===== config.mk =====
export PLATFORM = sky130hd
export DESIGN_NAME = simmem_release_scheduler
export DESIGN_NICKNAME = d
export VERILOG_FILES = /design/src/rtl/simmem_release_scheduler.sv
export SDC_FILE = /design/constraint.sdc
export NUM_CORES = 1
export LEC_CHECK = 0
export ABC_AREA = 1
export ABC_CLOCK_PERIOD_IN_PS = 3800
export CORE_ASPECT_RATIO = 0.8
export CORE_MARGIN = 5
export CORE_UTILIZATION = 50
export DETAILED_ROUTE_END_ITERATION = 10
export HOLD_SLACK_MARGIN = 0.05
export PLACE_DENSITY = 0.65
export SLEW_MARGIN = 20
export SYNTH_ARGS = -nofsm -noshare
export SYNTH_HDL_FRONTEND = slang
export SYNTH_SLANG_ARGS = --single-unit

===== constraint.sdc =====
create_clock -name clk_i -period 3.8 [get_ports clk_i]
set_input_delay 0.76 -clock clk_i [delete_from_list [all_inputs] [get_ports clk_i]]
set_output_delay 0.76 -clock clk_i [all_outputs]
set_load 0.02 [all_outputs]

===== src/rtl/simmem_release_scheduler.sv =====
`default_nettype none
// ============================================================================
// Module   : simmem_release_scheduler
// Purpose  : Delay-driven release controller for simmem_linkedlist_bank.
//            Stores a down-counter per accepted write (FIFO per ID), decrements
//            every stored counter each cycle (saturating at 0) and grants the
//            bank's release_en one ID at a time, round-robin among IDs whose
//            head entry has expired.
// Ports    : clk_i, rst_ni (sync, active-low)
//            req_valid_i/req_id_i/req_delay_i/bank_in_ready_i -> req_ready_o
//            bank_out_valid_i/bank_out_ready_i/bank_out_id_i (bank output
//            handshake observation)
//            release_en_o (zero or one-hot), err_o (sticky protocol error)
// Revision : 1.0 - initial release
// ============================================================================
module simmem_release_scheduler #(
    parameter int IDWidth    = 2,
    parameter int DelayWidth = 8,
    parameter int SlotsPerId = 4
) (
    input  logic                    clk_i,
    input  logic                    rst_ni,
    input  logic                    req_valid_i,
    input  logic [IDWidth-1:0]      req_id_i,
    input  logic [DelayWidth-1:0]   req_delay_i,
    input  logic                    bank_in_ready_i,
    output logic                    req_ready_o,
    input  logic                    bank_out_valid_i,
    input  logic                    bank_out_ready_i,
    input  logic [IDWidth-1:0]      bank_out_id_i,
    output logic [2**IDWidth-1:0]   release_en_o,
    output logic                    err_o
);

    localparam int NumIds = 2**IDWidth;
    localparam int OccW   = $clog2(SlotsPerId + 1);

    logic              hs_w;
    logic              acc_w;
    logic [NumIds-1:0] full_w;
    logic [NumIds-1:0] empty_w;
    logic [NumIds-1:0] elig_w;

    assign hs_w        = bank_out_valid_i && bank_out_ready_i;
    // Fullness is taken from the registered occupancy, so a pop in the same
    // cycle cannot reopen a full FIFO.
    assign req_ready_o = bank_in_ready_i && !full_w[req_id_i];
    assign acc_w       = req_valid_i && req_ready_o;

    // ------------------------------------------------------------------
    // Per-ID FIFO of down-counters. Slot 0 is the head; a pop shifts all
    // slots down by one, and a push lands at the first free slot (after
    // accounting for a simultaneous pop).
    // ------------------------------------------------------------------
    for (genvar g = 0; g < NumIds; g++) begin : g_id
        logic [OccW-1:0]       occ_q;
        logic [OccW-1:0]       occ_d;
        logic [OccW-1:0]       wr_idx;
        logic                  push_w;
        logic                  pop_w;
        logic [DelayWidth-1:0] cnt_q   [SlotsPerId];
        logic [DelayWidth-1:0] dec_w   [SlotsPerId];
        logic [DelayWidth-1:0] shift_w [SlotsPerId];

        assign push_w = acc_w && (req_id_i == IDWidth'(g));
        // Pops on an empty FIFO are ignored (flagged as an error elsewhere).
        assign pop_w  = hs_w && (bank_out_id_i == IDWidth'(g)) && (occ_q != '0);
        assign wr_idx = pop_w ? (occ_q - OccW'(1)) : occ_q;

        always_comb begin
            occ_d = occ_q;
            if (push_w && !pop_w) begin
                occ_d = occ_q + OccW'(1);
            end else if (!push_w && pop_w) begin
                occ_d = occ_q - OccW'(1);
            end
        end

        for (genvar s = 0; s < SlotsPerId; s++) begin : g_slot
            assign dec_w[s] = (cnt_q[s] == '0) ? '0 : (cnt_q[s] - DelayWidth'(1));

            if (s < SlotsPerId - 1) begin : g_mid
                assign shift_w[s] = dec_w[s+1];
            end else begin : g_last
                assign shift_w[s] = '0;
            end

            // A freshly pushed delay is stored as-is, so it reads d in the
            // cycle after acceptance.
            always_ff @(posedge clk_i) begin
                if (!rst_ni) begin
                    cnt_q[s] <= '0;
                end else if (push_w && (wr_idx == OccW'(s))) begin
                    cnt_q[s] <= req_delay_i;
                end else if (pop_w) begin
                    cnt_q[s] <= shift_w[s];
                end else begin
                    cnt_q[s] <= dec_w[s];
                end
            end
        end

        always_ff @(posedge clk_i) begin
            if (!rst_ni) begin
                occ_q <= '0;
            end else begin
                occ_q <= occ_d;
            end
        end

        assign full_w[g]  = (occ_q == OccW'(SlotsPerId));
        assign empty_w[g] = (occ_q == '0);
        assign elig_w[g]  = (occ_q != '0) && (cnt_q[0] == '0);
    end

    // ------------------------------------------------------------------
    // Round-robin pick: first eligible ID searching upward from last+1.
    // ------------------------------------------------------------------
    typedef enum logic [0:0] {
        S_IDLE  = 1'b0,
        S_GRANT = 1'b1
    } state_e;

    state_e             state_q;
    logic [IDWidth-1:0] grant_q;
    logic [IDWidth-1:0] last_q;
    logic [NumIds-1:0]  rel_q;
    logic               err_q;
    logic               pick_vld_w;
    logic [IDWidth-1:0] pick_id_w;
    logic [IDWidth-1:0] cand_w;
    logic               err_set_w;

    always_comb begin
        pick_vld_w = 1'b0;
        pick_id_w  = '0;
        cand_w     = '0;
        for (int i = 1; i <= NumIds; i++) begin
            // Truncation wraps the search around the ID space.
            cand_w = last_q + IDWidth'(i);
            if (!pick_vld_w && elig_w[cand_w]) begin
                pick_vld_w = 1'b1;
                pick_id_w  = cand_w;
            end
        end
    end

    assign err_set_w = hs_w && ((state_q == S_IDLE) ||
                                (bank_out_id_i != grant_q) ||
                                empty_w[bank_out_id_i]);

    always_ff @(posedge clk_i) begin
        if (!rst_ni) begin
            state_q <= S_IDLE;
            grant_q <= '0;
            last_q  <= '1;
            rel_q   <= '0;
            err_q   <= 1'b0;
        end else begin
            err_q <= err_q || err_set_w;
            case (state_q)
                S_IDLE: begin
                    if (pick_vld_w) begin
                        grant_q <= pick_id_w;
                        last_q  <= pick_id_w;
                        rel_q   <= NumIds'(1) << pick_id_w;
                        state_q <= S_GRANT;
                    end
                end
                S_GRANT: begin
                    // No re-arbitration here: the bubble cycle lets the pop
                    // settle before the next pick.
                    if (hs_w && (bank_out_id_i == grant_q)) begin
                        rel_q   <= '0;
                        state_q <= S_IDLE;
                    end
                end
                default: begin
                    rel_q   <= '0;
                    state_q <= S_IDLE;
                end
            endcase
        end
    end

    assign release_en_o = rel_q;
    assign err_o        = err_q;

endmodule
`default_nettype wire

Word-level counts from Yosys, hierarchy flattened --
Memory sizes are Yosys's and may differ from the RTL's. Index checks and enable logic that the tools add are counted.
Storage, ports and cells: register bits 22, latch bits 0, bits in writable memories 128, ROM bits 0, bits of input ports 18, output and inout bits 6, word-level logic and storage cells 476, memories 4
Cells by class: add/sub/neg operators 27, multipliers 0, div/mod/pow operators 0, $lt $le $gt $ge 6, equality and inequality tests 26, shift-type cells 1, mux-type cells 255, bitwise operators 49, reduce and logical (&&, ||, !) cells 99
Memory list:
- g_id[0].cnt_q | words 4, width 8, read ports 4, clocked after Yosys merged registers in 0, write ports 4, RTL line 61 | logic [DelayWidth-1:0] cnt_q [SlotsPerId];
- g_id[1].cnt_q | words 4, width 8, read ports 4, clocked after Yosys merged registers in 0, write ports 4, RTL line 61
- g_id[2].cnt_q | words 4, width 8, read ports 4, clocked after Yosys merged registers in 0, write ports 4, RTL line 61
- g_id[3].cnt_q | words 4, width 8, read ports 4, clocked after Yosys merged registers in 0, write ports 4, RTL line 61
Operators by type and width (count):
- $mux 8 | 64
- $mux 1 | 165
- $logic_not 8->1 | 16
- $sub 8x1->8 const B | 16
- $logic_and 1x1->1 | 48
- $or 1x1->1 | 48
- $mux 3 | 12
- $eq 3x2->1 const B | 8
- $logic_not 3->1 | 8
- $lt 2x3->1 const B | 6
- $add 3x1->3 const B | 4
- $bmux 1 s2 | 6
- $eq 3x1->1 const B | 4
- $eq 3x3->1 const B | 4
- $logic_not 1->1 | 12
- $reduce_bool 3->1 | 4
- $sub 3x1->3 const B | 4
- $eq 2x2->1 const B | 4
- $mux 2 | 4
- $mux 4 | 2
- $pmux 4 s2 | 1
- $reduce_bool 2->1 | 4
- $add 2x2->2 const B | 2
- $eq 2x1->1 const B | 2
- 11 further kinds | 15

Longest topological paths before layout --
An unclocked memory read counts as a cell.
depth after elaboration 18, mapped depth 18, gate-level depth less buffers 17

Worst setup path after synthesis --
Ideal clock, no wire load.
path kind in2reg, start in req_id_i[0], end mem g_id[1].cnt_q[0][4], data pin, library setup time 0.259 ns, arrival 2.190 ns, required time 3.541 ns, setup slack 1.351 ns, stages 10, buffers on the path 0, cell sequence inv_1 > nor2_1 > a32oi_1 > nand3_4 > nor3_4 > nand2_4 > inv_6 > nor2_4 > nand2_1 > nand3_1
RTL lines:
- from (decl) | RTL line 24 | input logic [IDWidth-1:0] req_id_i,
- to (decl) | RTL line 61

Final worst setup path --
start in req_id_i[1], end out req_ready_o
On the way: longest elaborated chain between the ends 4
Ends and longest elaborated chain:
- $bmux 1 s2 | RTL line 47 | assign req_ready_o = bank_in_ready_i && !full_w[req_id_i];
- $mux 1 (not written as such) | RTL line 47
- $logic_not 1->1 | RTL line 47
- $logic_and 1x1->1 | RTL line 47
- to (decl) | RTL line 27 | output logic req_ready_o,
No other way between the ends. The select of a mux whose other input is x is not followed.

==> Flow_metrics.wiki <==
{| class="wikitable"
! Metric !! Value
|-
| Remaining antenna violation count after routing || 0
|-
| Top flip-flop cell by instance count after synthesis || edfxtp_1
|-
| Remaining global-route overflow || 0
|-
| # fillers || around 2100
|-
| Antenna cells || 0
|-
| DR pass1 iterations || 5
|-
| H-tree levels || 4
|-
| Detailed Route WL || approximately 29 mm
|-
| Critical path, cell by cell || clkdlybuf4s50_1 -> nand2_1 -> nor2_1 -> a32oi_1 -> and2_2 -> clkdlybuf4s50_1
|-
| Worst VDD drop || 0.307 mV
|-
| Number of antenna violations at the first check in global routing || 0
|-
| WL per Instance || between 10 and 15 um
|-
| Count of endpoints failing setup in the final report || 0
|-
| Crit path launch type || input pin
|-
| Post-synth ARST share || 0
|-
| Final clock period utilization by the worst path || 0.893
|-
| Number of cells after detailed placement || a little under 2000
|-
| Launch point of the worst reg-to-reg path || g_id[1].occ_q[0]
|-
| Vias in the first global route || approximately 9400
|-
| Required time at the endpoint of the critical path || slightly above 3 ns
|-
| Site Rows || 49
|-
| Reported leakage power || ~5.7 nW
|-
| DRT iter0 DRCs || 798
|-
| Overall power || ~5 mW
|-
| Crit path top cell by count || clkdlybuf4s50_1
|-
| Min Clock Period, post-route || around 3.4 ns
|-
| Critical-path top delay cell || clkdlybuf4s50_1
|-
| Most frequent cells in the layout || nand2_1 (332), nand3_1 (251), inv_1 (173)
|-
| Layout net count || roughly 1700
|-
| Clock buffers created by TritonCTS || 17
|-
| Worst setup path startpoint || req_id_i[1]
|-
| # hold bufs at CTS || 0
|-
| Drc violations || 0
|-
| Register-to-Register Path Depth || 11
|-
| CP Capture Point || req_ready_o
|-
| Synthesis warning total || 0
|-
| Commonest non-fill, non-tap cell in the layout || nand2_1
|-
| Total placed instance area || 0.0123 mm^2
|-
| Cell family with most CP delay || buffers and inverters
|-
| Clock tree from TritonCTS || yes
|-
| Maximum number of pins on one net before global-route repair || 52
|-
| Minimum setup slack among reg-to-reg paths || 0.94 ns
|-
| Number of cells produced by synthesis || about 1500
|-
| Non-filler instance count after layout || roughly 2000
|-
| Initial Util || 0.505
|-
| Clock latency reported for the late side of the worst-skew pair || around 0.44 ns
|-
| TNS Setup || 0 ns
|-
| Setup Skew || 0.00952 ns
|-
| Post-synth EDFFs || 128
|-
| Root buffer selected by CTS || clkbuf_16
|-
| Critical path buffers and inverters || 2
|-
| HPWL reported at the end of detailed placement || between 20 and 25 mm
|-
| Destination of the worst register-to-register timing path || g_id[1].cnt_q[1][7]
|-
| RSZ-0062 raised after global routing || no
|-
| Critical path start-end classification || in2out
|-
| Power Density || between 300 and 400 mW/mm^2
|-
| Design area || around 0.013 mm^2
|-
| Cell count along the critical path || 6
|-
| Result of the run || finished, final reports clean
|-
| Area of the die || approximately 0.026 mm^2
|-
| Max FO, Critical Path || 5
|-
| Die W || 178 um
|-
| Element type at the critical path end || output port
|-
| Number of port buffers || 23
|-
| Number of distinct standard cells referenced by the synthesized netlist || about 50
|-
| Clock edge transition at the registers on the reported setup and hold paths || 0.06 ns
|-
| Clock buffer depth || 2
|-
| Hold Violations, Final || 0
|-
| Number of slew-limit violations in the final report || 0
|-
| Fmax || 295 MHz
|-
| Arrival @ worst endpoint || 2.63 ns
|-
| Worst Max-Slew Pin Slew || about 1.1 ns
|-
| Register bit count reported by yosys || 150
|-
| Tot GR Track Use || 0.232
|-
| CTS resizes || 0
|-
| Share of post-route cells with drive strength above 1 || 0.0769
|-
| Area of the core || around 0.022 mm^2
|-
| Top-Level Pins || 24
|-
| Height of the die || between 100 and 150 um
|-
| Total of max-cap violations || 0
|-
| Relative slew slack || 0.241
|-
| Post-CTS setup buffer count || 0
|-
| Register area share after synthesis || 0.380
|-
| Routed via count || about 10000
|-
| Global-route wire length before repair || ~47 mm
|-
| Worst path max stage delay || roughly 0.6 ns
|-
| Placer congestion estimate || 0.898
|-
| Path class of the lowest-slack min-delay path || reg2reg
|-
| Clock Sink Count || 150
|-
| Mean post-synth cell area || approximately 7.4 um^2
|-
| Area growth from synthesis to layout || 14.3%
|-
| Vias per cell || ~5.2
|-
| Total standard cell area after synthesis || 0.0113 mm^2
|}
-- cells by family (layout without fill, tap and decap cells) --
group                      Yosys count  in the layout  synth area share
AOI/OAI and AO/OA                  174            174            0.0874
xor gates and xnor gates            56             56            0.0449
adders and majority gates           36             36            0.0400
buffers and inverters              224            256            0.0786
DFF                                150            150             0.380
other                                1            128          0.000333
and+or+nand+nor                    877            877             0.368
-- registers in the layout (all words and copies together), names as in the netlist --
signal	cells
err_o	1
grant_q	2
last_q	2
state_q	1
g_id.occ_q	12
release_en_o	4
g_id.cnt_q	128
-- per-stage QoR --
stage	setup WS, ns	utilization	hold WS, ns
floorplan	1.35	-	0.447
finish	0.405	0.577	0.467
detailed placement	0.306	0.551	0.458
CTS	0.389	0.577	0.471
global placement	0.398	0.551	0.457
global route	0.282	0.577	0.485
-- worst reg2reg max path, stage by stage, from the launching register on --
cell and delay [ns]:
dfxtp_1 0.33, inv_1 0.12, ha_1 0.25, nand2_2 0.13, nand4_2 0.35, o21ai_2 0.31
nor3_1 0.09, nand2_1 0.30, nand2_1 0.28, or2_2 0.34, nand3_1 0.09, inv_1 0.04
-- cell type report --
type	count	area (um^2)	share of cell area
Clock buffer	21	503	0.0391
Timing Repair Buffer	41	360	0.0280
Inverter	183	692	0.0537
Multi-Input combinational cell	1271	6570	0.510
Sequential cell	150	4280	0.333
Tap cell	306	383	0.0297
Clock inverter	11	85.1	0.00661
-- cells in the mapped netlist, drive strengths merged, types with 7 or more instances --
cell type  instances  area share
nand2            340        0.12
nand3            260        0.12
inv              181       0.061
nor2             174       0.067
edfxtp           128        0.34
o21ai             69       0.032
a21oi             67       0.030
ha                36       0.040
nand4             32       0.024
xor2              29       0.024
xnor2             27       0.021
clkbuf            26      0.0087
nor3              26       0.013
dfxtp             22       0.039
or2               22       0.012
o211ai            19       0.013
buf               15      0.0086
nand3b             7      0.0047
-- how the worst min path moves through the flow --
stage	startpoint	to	slack (ns)	cells past startpoint
after floorplan	g_id[2].occ_q[0]	g_id[2].occ_q[0]	0.45	1
after CTS	release_en_o[1]	release_en_o[1]	0.47	2
after global routing	release_en_o[1]	release_en_o[1]	0.48	2
after global placement	release_en_o[3]	release_en_o[3]	0.46	2
final	release_en_o[1]	release_en_o[1]	0.47	2
after detailed placement	release_en_o[1]	release_en_o[1]	0.46	2
-- per-layer routing --
layer  wire length [um]  vias up  GRT usage
li1                   -     5296          -
met2              12300      309      0.358
met5                  0        -          0
met1              13400     4613      0.327
met3               2200       41     0.0494
met4                648        0     0.0765
-- report_power, final --
group	total [mW]	switching, mW	internal (mW)
combinational	1.15	0.753	0.400
clock	1.70	0.739	0.958
sequential	2.09	0.111	1.97
Note: power is estimated with default switching activity, not from simulation.
